<file path="src/rtl/rr_mux_pkg.sv">
// rr_mux_pkg: shared definitions for the arbitrated multiplexer.
//   MODE_FIXED / MODE_RR : arbitration mode selectors
//   out_state_e          : output register occupancy (EMPTY / FULL)
//   idx_width()          : index width for N items, never below 1 bit
package rr_mux_pkg;

  localparam int MODE_FIXED = 0;
  localparam int MODE_RR    = 1;

  typedef enum logic {
    ST_EMPTY = 1'b0,
    ST_FULL  = 1'b1
  } out_state_e;

  // Bits needed to index n items; a single item still gets a 1-bit index.
  function automatic int idx_width(input int n);
    int w;
    w = 1;
    while ((1 << w) < n) begin
      w = w + 1;
    end
    return w;
  endfunction

endpackage

</file>
<file path="src/rtl/rr_mux_arbiter.sv">
// rr_arbiter: combinational grant logic.
//   req     in  NCH   request vector
//   ptr     in  SELW  round-robin start position (ignored for fixed priority)
//   gnt_oh  out NCH   one-hot grant, zero when nothing requests
//   gnt_idx out SELW  index of the granted request
//   any     out 1     at least one request is present
module rr_arbiter
  import rr_mux_pkg::*;
#(
  parameter int NCH  = 4,
  parameter int MODE = MODE_RR,
  parameter int SELW = idx_width(NCH)
) (
  input  logic [NCH-1:0]  req,
  input  logic [SELW-1:0] ptr,
  output logic [NCH-1:0]  gnt_oh,
  output logic [SELW-1:0] gnt_idx,
  output logic            any
);

  logic [NCH-1:0] w_mask;
  logic [NCH-1:0] w_req_hi;

  // Index of the lowest set bit; zero when the vector is empty.
  function automatic logic [SELW-1:0] lowest_idx(input logic [NCH-1:0] v);
    logic [SELW-1:0] idx;
    idx = {SELW{1'b0}};
    for (int i = NCH - 1; i >= 0; i--) begin
      if (v[i]) begin
        idx = SELW'(i);
      end else begin
        idx = idx;
      end
    end
    return idx;
  endfunction

  // Round-robin splits requests into those at/above ptr and the rest; the
  // upper group wins, otherwise the scan wraps to the lowest request overall.
  always_comb begin
    w_mask   = {NCH{1'b1}} << ptr;
    w_req_hi = req & w_mask;
    any      = |req;
    if ((MODE == MODE_RR) && (|w_req_hi)) begin
      gnt_idx = lowest_idx(w_req_hi);
    end else begin
      gnt_idx = lowest_idx(req);
    end
    if (any) begin
      gnt_oh = {{(NCH-1){1'b0}}, 1'b1} << gnt_idx;
    end else begin
      gnt_oh = {NCH{1'b0}};
    end
  end

endmodule

</file>
<file path="src/rtl/rr_mux.sv">
// rr_mux: N-channel valid/ready multiplexer with arbitration and a one-entry
// registered output stage.
//   clk       in  1          clock, rising edge
//   rst_n     in  1          asynchronous active-low reset
//   in_data   in  NCH*WIDTH  channel i at [i*WIDTH +: WIDTH]
//   in_valid  in  NCH        channel i holds a word
//   in_ready  out NCH        channel i accepted this cycle (one-hot or zero)
//   out_data  out WIDTH      registered word
//   out_sel   out SELW       channel that produced out_data
//   out_valid out 1          output register is full
//   out_ready in  1          consumer takes the word this cycle
module rr_mux
  import rr_mux_pkg::*;
#(
  parameter int NCH   = 4,
  parameter int WIDTH = 4,
  parameter int MODE  = MODE_RR,
  parameter int SELW  = idx_width(NCH)
) (
  input  logic                 clk,
  input  logic                 rst_n,
  input  logic [NCH*WIDTH-1:0] in_data,
  input  logic [NCH-1:0]       in_valid,
  output logic [NCH-1:0]       in_ready,
  output logic [WIDTH-1:0]     out_data,
  output logic [SELW-1:0]      out_sel,
  output logic                 out_valid,
  input  logic                 out_ready
);

  out_state_e       r_state;
  logic [WIDTH-1:0] r_out_data;
  logic [SELW-1:0]  r_out_sel;
  logic [SELW-1:0]  r_ptr;

  out_state_e       w_state_nxt;
  logic [WIDTH-1:0] w_data_nxt;
  logic [SELW-1:0]  w_sel_nxt;
  logic [SELW-1:0]  w_ptr_nxt;

  logic [NCH-1:0]   w_gnt_oh;
  logic [SELW-1:0]  w_gnt_idx;
  logic             w_any;
  logic             w_can_load;
  logic             w_accept;
  logic [WIDTH-1:0] w_sel_data;

  rr_arbiter #(
    .NCH  (NCH),
    .MODE (MODE),
    .SELW (SELW)
  ) u_arb (
    .req     (in_valid),
    .ptr     (r_ptr),
    .gnt_oh  (w_gnt_oh),
    .gnt_idx (w_gnt_idx),
    .any     (w_any)
  );

  assign w_can_load = (r_state == ST_EMPTY) || out_ready;
  assign w_accept   = w_any && w_can_load;
  assign w_sel_data = in_data[int'(w_gnt_idx) * WIDTH +: WIDTH];

  // rst_n gates in_ready so no producer sees a handshake while reset holds.
  assign in_ready = (w_can_load && rst_n) ? w_gnt_oh : {NCH{1'b0}};

  // Next-state for the output register and priority pointer; an accept takes
  // precedence over a plain drain so drain+accept keeps the register full.
  always_comb begin
    w_state_nxt = r_state;
    w_data_nxt  = r_out_data;
    w_sel_nxt   = r_out_sel;
    w_ptr_nxt   = r_ptr;
    if (w_accept) begin
      w_state_nxt = ST_FULL;
      w_data_nxt  = w_sel_data;
      w_sel_nxt   = w_gnt_idx;
      if (MODE == MODE_RR) begin
        if (w_gnt_idx == SELW'(NCH - 1)) begin
          w_ptr_nxt = {SELW{1'b0}};
        end else begin
          w_ptr_nxt = w_gnt_idx + SELW'(1);
        end
      end else begin
        w_ptr_nxt = {SELW{1'b0}};
      end
    end else if ((r_state == ST_FULL) && out_ready) begin
      w_state_nxt = ST_EMPTY;
    end else begin
      w_state_nxt = r_state;
    end
  end

  // State, data, source index and pointer registers.
  always_ff @(posedge clk or negedge rst_n) begin
    if (!rst_n) begin
      r_state    <= ST_EMPTY;
      r_out_data <= {WIDTH{1'b0}};
      r_out_sel  <= {SELW{1'b0}};
      r_ptr      <= {SELW{1'b0}};
    end else begin
      r_state    <= w_state_nxt;
      r_out_data <= w_data_nxt;
      r_out_sel  <= w_sel_nxt;
      r_ptr      <= w_ptr_nxt;
    end
  end

  assign out_valid = (r_state == ST_FULL);
  assign out_data  = r_out_data;
  assign out_sel   = r_out_sel;

endmodule

</file>
<file path="config.mk">
export PLATFORM = sky130hd
export DESIGN_NAME = rr_mux
export DESIGN_NICKNAME = d
export VERILOG_FILES = /design/src/rtl/rr_mux_pkg.sv /design/src/rtl/rr_mux_arbiter.sv /design/src/rtl/rr_mux.sv
export SDC_FILE = /design/constraint.sdc
export NUM_CORES = 1
export LEC_CHECK = 0
export CAP_MARGIN = 25
export CORE_ASPECT_RATIO = 1.4
export CORE_UTILIZATION = 35
export DETAILED_ROUTE_END_ITERATION = 8
export GPL_TIMING_DRIVEN = 0
export HOLD_SLACK_MARGIN = 0.06
export PLACE_DENSITY = 0.82
export SYNTH_ARGS = -nofsm -noshare
export SYNTH_HDL_FRONTEND = slang
export SYNTH_SLANG_ARGS = --single-unit
</file>
<file path="constraint.sdc">
create_clock -name clk -period 1.7 [get_ports clk]
set_input_delay 0.34 -clock clk [delete_from_list [all_inputs] [get_ports clk]]
set_output_delay 0.34 -clock clk [all_outputs]
set_load 0.005 [all_outputs]
</file>
==> After elaboration in Yosys (flattened, before gate mapping) <==
Index checks and enable logic that the tools add are counted.
{ "totals": {"ff_bits": 9} }
{ "op_classes": {"n_addsub": 1, "eq_ne": 1, "shift": 3, "mux": 14, "bitwise_logic": 2, "reduce_logical": 7} }
{ "ops": {"columns": ["cell", "count"], "rows": [
  ["$mux 2", 10],
  ["$shiftx 16x5->4", 1],
  ["$mux 4", 2],
  ["$reduce_or 4->1", 2],
  ["$and 4x4->4", 1],
  ["$shl 1x2->4 const A", 1],
  ["$shl 4x2->4 const A", 1],
  ["$logic_and 1x1->1", 3],
  ["$add 2x1->2 const B", 1],
  ["$eq 2x2->1 const B", 1],
  ["$mux 1", 2],
  ["$reduce_bool 2->1", 1],
  ["$logic_or 1x1->1", 1],
  ["$not 1->1", 1]
]} }

==> Depth between registers and ports, before layout <==
{ "logic_depth": {"depth_word": 10, "ltp_mapped": 7} }

==> Cells and area by module <==
Synthesis repeated with hierarchy kept, for this count alone.
{ "unflattened": {"cells_unflattened": 59, "hier_area_um2": 655.6} }
{ "by_module_without_submodules": {"columns": ["module", "instances", "cells_per_inst", "area_each_um2", "seq_area_each_um2"], "rows": [
  ["rr_mux", 1, 31, 474.2, 225.2],
  ["rr_arbiter", 1, 28, 181.4, 0.0]
]} }

==> Worst setup path after synthesis <==
No wires, ideal clock.
{ "synth_timing": {"path_type": "in2out", "start": "input in_valid[0]", "end": "output in_ready[0]", "t_arrival_ns": 1.371, "required_ns": 1.360, "slack_ns": -0.011, "stages": 4, "path_buffers": 1, "cell_sequence": "or4_1 and2_4 buf_6 and3_1"} }
{ "synth_between": {"elab_chain_len": 6, "word_cells_on_any_way": 9} }
{ "synth_lines": {"columns": ["element", "line", "source"], "rows": [
  ["start, declared", "rr_mux.sv:23", "input logic [NCH-1:0] in_valid,"],
  ["$and 4x4->4", "rr_mux_arbiter.sv:42", "w_req_hi = req & w_mask;"],
  ["$reduce_or 4->1 or $mux 2 (tied branches)", "rr_mux_arbiter.sv:44, rr_mux_arbiter.sv:29", null],
  ["$mux 2", "rr_mux_arbiter.sv:44", "if ((MODE == MODE_RR) && (|w_req_hi)) begin"],
  ["$shl 1x2->4", "rr_mux_arbiter.sv:50", "gnt_oh = {{(NCH-1){1'b0}}, 1'b1} << gnt_idx;"],
  ["$mux 4 (*)", "rr_mux_arbiter.sv:49", "if (any) begin"],
  ["$mux 4 (*)", "rr_mux.sv:65", "assign in_ready = (w_can_load && rst_n) ? w_gnt_oh : {NCH{1'b0}};"],
  ["end, declared", "rr_mux.sv:24", "output logic [NCH-1:0] in_ready,"]
]} }
Mark *: on every way between the ends. The rest lies on a longest branch, timed or not.

==> Worst setup path after layout <==
{ "layout_timing": {"start": "input in_valid[2]", "end": "output in_ready[0]"} }
{ "layout_between": {"elab_chain_len": 8, "word_cells_on_any_way": 13} }
{ "layout_lines": {"columns": ["element", "line", "source"], "rows": [
  ["$and 4x4->4", "rr_mux_arbiter.sv:42", null],
  ["$mux 2 (3 in a row)", "rr_mux_arbiter.sv:29", "if (v[i]) begin"],
  ["$mux 2", "rr_mux_arbiter.sv:44", null],
  ["$shl 1x2->4", "rr_mux_arbiter.sv:50", null],
  ["$mux 4 (*)", "rr_mux_arbiter.sv:49", null],
  ["$mux 4 (*)", "rr_mux.sv:65", null]
]} }
Marks and branches as above.

==> flow_summary_export.csv <==
group,metric,value,unit
final_layout,area_growth,78.92,%
synth,syn_inst,66,
routing,dr.pass1.iters,4,
timing,fin_setup_tns,-2058,ps
worst_setup_path,cp.arrival,1750,ps
timing,finalWorstSetupSlack,-387.9,ps
worst_setup_path,worstPathMaxFanout,4,
synth,synth_seq_cells,9,
worst_setup_path,worst_path_most_repeated_cell,"buf_6",
final_layout,fin_cells,133,
floorplan,dieArea,2098,um2
timing,setup_violations,8,
synth,synth_area,670.6,um2
pwr,ir_drop,541.5,uV
pwr,p_int,803.2,uW
clock_tree,clk_pin_slew,70,ps
clock_tree,cts_buffer_depth,2,
timing,finClkSkew,6.201,ps
flow_run,drv_cap,0,
worst_setup_path,crit_start,"in_valid[2]",
worst_setup_path,start_kind,"input pin",
clock_tree,cts_buffers,3,
place,dp_cells,119,
routing,num_vias,705,
final_layout,final_common_cell,"clkdlybuf4s50_1",
pwr,p_total,1232,uW
clock_tree,postCtsHoldBufs,0,
synth,ys_warn_count,0,
pwr,clkPwrFrac,0.141,
final_layout,final_layout_size_suffix_gt1_frac,0.3982,
place,portBuffers,33,
timing,drv_slew,0,
worst_setup_path,worstSetupEndpoint,"in_ready[0]",
worst_setup_path,rrSetupSlack,-160,ps
worst_setup_path,reg2reg_depth,8,
pwr,switchingPower,428.4,uW
pwr,power.share.switching,0.3479,
worst_setup_path,endpoint_kind,"primary output",
timing,hold_ws,417.1,ps
routing,drcViolationCount,0,
synth,syn_area_per_cell,10.16,um2
clock_tree,cts_tree,"done",
floorplan,die_w,39.00,um
final_layout,layout.nets,141,
routing,antenna_left,0,
pwr,combPwrFrac,0.580,
timing,finalCritPeriodShare,1.228,
timing,worst_slew_pin_slew,525.2,ps
routing,routed_wl,2076,um
synth,ys_seq_area_frac,0.3358,
clock_tree,root_buffer,"clkbuf_4",
worst_setup_path,rr_startpoint,"r_ptr[1]$_DFFE_PN0P_",
pwr,power_density,1026,nW/um2
worst_setup_path,slowest_delay,340,ps
worst_setup_path,path_cells,"dlygate4sd2_1 > nor2b_2 > a221o_1 > nand2_2 > buf_6 > ha_4 > and3_4 > buf_6",
pwr,leakagePower,0.0005275,uW
grt,grt_usage,0.2145,
worst_setup_path,critPathKind,"input pin to primary output",
final_layout,layout_common_cells,"clkdlybuf4s50_1, nand2_1, dfrtp_1, buf_4, buf_6",
floorplan,initial_core_util,0.3769,
final_layout,diodes,0,
worst_setup_path,worst_path_max_delay_cell,"a221o_1",
status,violations,"negative setup slack",
synth,syn_nets,93,
grt,gr-total-overflow,0,
timing,rsz0062_at_grt,"yes",
place,gp_congestion,0.7216,
floorplan,die_y,53.80,um
grt,antenna_found_initial,0,
place,dp_hpwl,1373,um
timing,period_needed,2088,ps
clock_tree,clk_latency,260,ps
status,status,"finished, violations left",
routing,drtIter0Drc,12,
grt,grt_first_pass_wirelength,3111,um
grt,grt_pass1_vias,751,
worst_setup_path,crit_required,1360,ps
synth,synth_cell_type_count,29,
timing,slew_headroom,0.6488,
timing,fmax,0.4790,GHz
floorplan,ios,34,
floorplan,rows,18,
pwr,sequentialPowerShare,0.279,
routing,avgViaCountPerCell,5.301,
floorplan,core,1779,um2
routing,wl_per_cell,15.61,um
grt,grt_max_degree,14,
clock_tree,clock-sinks,9,
worst_setup_path,reg2reg_to,"out_data[3]$_DFFE_PN0P_",
worst_hold_path,hold_path.class,"input pin to async pin",
clock_tree,htreeDepth,1,
timing,final_hold_viol_count,0,
worst max-delay path: cells and delay by family:
family          cells  cell delay [ps]
buf+inv             3              490
simple gates        3              460
compound gates      1              340
fa+ha+maj           1              120
cells in the mapped netlist:
master / instances / area [um2]
nor2b_1: 2 / 12.51
nand2_1: 11 / 41.29
nor2_1: 1 / 3.750
nand3_2: 1 / 10.01
dfrtp_1: 9 / 225.2
nor2_4: 1 / 11.26
buf_6: 1 / 11.26
a221o_1: 1 / 10.01
and2_4: 1 / 8.760
or3b_2: 1 / 8.760
o21ai_0: 2 / 10.01
o221a_1: 3 / 33.78
a21o_1: 1 / 7.510
o211ai_1: 1 / 7.510
nor3b_1: 3 / 22.52
a21boi_1: 1 / 7.510
inv_1: 2 / 7.510
o22ai_2: 1 / 12.51
and2b_4: 1 / 10.01
mux2_4: 3 / 45.04
a211o_2: 3 / 30.03
or4_1: 1 / 7.510
and3_1: 4 / 25.02
ha_1: 4 / 50.05
mux2i_1: 2 / 20.02
nand2b_1: 2 / 12.51
o21bai_1: 1 / 7.510
a21oi_1: 1 / 5.000
inv_4: 1 / 6.260
flip-flops by register name, indices dropped and copies added (netlist names):
signal and flops:
out_valid 1, out_data 4, r_ptr 2, out_sel 2
per-layer routing:
layer,vias to the layer above,wire [um],GRT usage
met3,6,84,0.04132
met2,21,1145,0.3806
met1,340,790,0.2127
met5,-,0,0
met4,0,55,0.1552
li1,338,-,-
how the worst min path moves through the flow:
stage               cells after the start                       to  slack, ps
floorplan                               0  out_data[0]$_DFFE_PN0P_         40
global placement                        2   out_sel[1]$_DFFE_PN0P_        470
detailed placement                      2   out_sel[1]$_DFFE_PN0P_        480
CTS                                     1   out_sel[1]$_DFFE_PN0P_        430
global route                            1   out_sel[1]$_DFFE_PN0P_        460
finish                                  1   out_sel[1]$_DFFE_PN0P_        420
cells by family (layout without fill, tap and decap cells):
logic type,count (synthesis),in the layout,share of synthesized area
AO/OA/AOI/OAI,15,15,0.1959
adder cells (fa/ha/maj),4,4,0.07463
buffers and inverters,4,51,0.03732
flip-flops,9,9,0.3358
multiplexers,5,5,0.09701
AND/OR/NAND/NOR,29,29,0.2593
power groups by stage:
| stage | Clock, uW | Sequential, uW | Combinational [uW] |
|---|---|---|---|
| floorplan | 0 | 336 | 280 |
| global placement | 0 | 335 | 503 |
| detailed placement | 0 | 343 | 513 |
| CTS | 177 | 340 | 679 |
| global route | 191 | 351 | 768 |
| finish | 174 | 344 | 714 |
stage by stage:
step,utilization,setup WS [ps],area (um2)
after global placement,0.5788,-947.9,1030
after floorplan,-,18.42,674.4
after global routing,0.6744,-455.1,1200
final,0.6744,-387.9,1200
after CTS,0.6624,-430.0,1179
after detailed placement,0.5788,-985.3,1030
timing repair:
action | 4_1_cts | 5_1_grt
pin swaps | 8 | 4
gates resized for setup | 39 | 6
setup buffers | 9 | 3
endpoints found under the setup margin | 9 | 9
cloned | 0 | 0
area by class of cell:
| type | instances | area [um2] |
|---|---|---|
| Sequential cell | 9 | 226.5 |
| Clock buffer | 4 | 26.28 |
| Timing Repair Buffer | 43 | 415.4 |
| Inverter | 3 | 18.77 |
| Tap cell | 20 | 25.02 |
| Fill cell | 146 | 579.3 |
| Buffer | 1 | 11.26 |
| Multi-Input combinational cell | 53 | 476.7 |
Power figures use the tool's default switching activity.
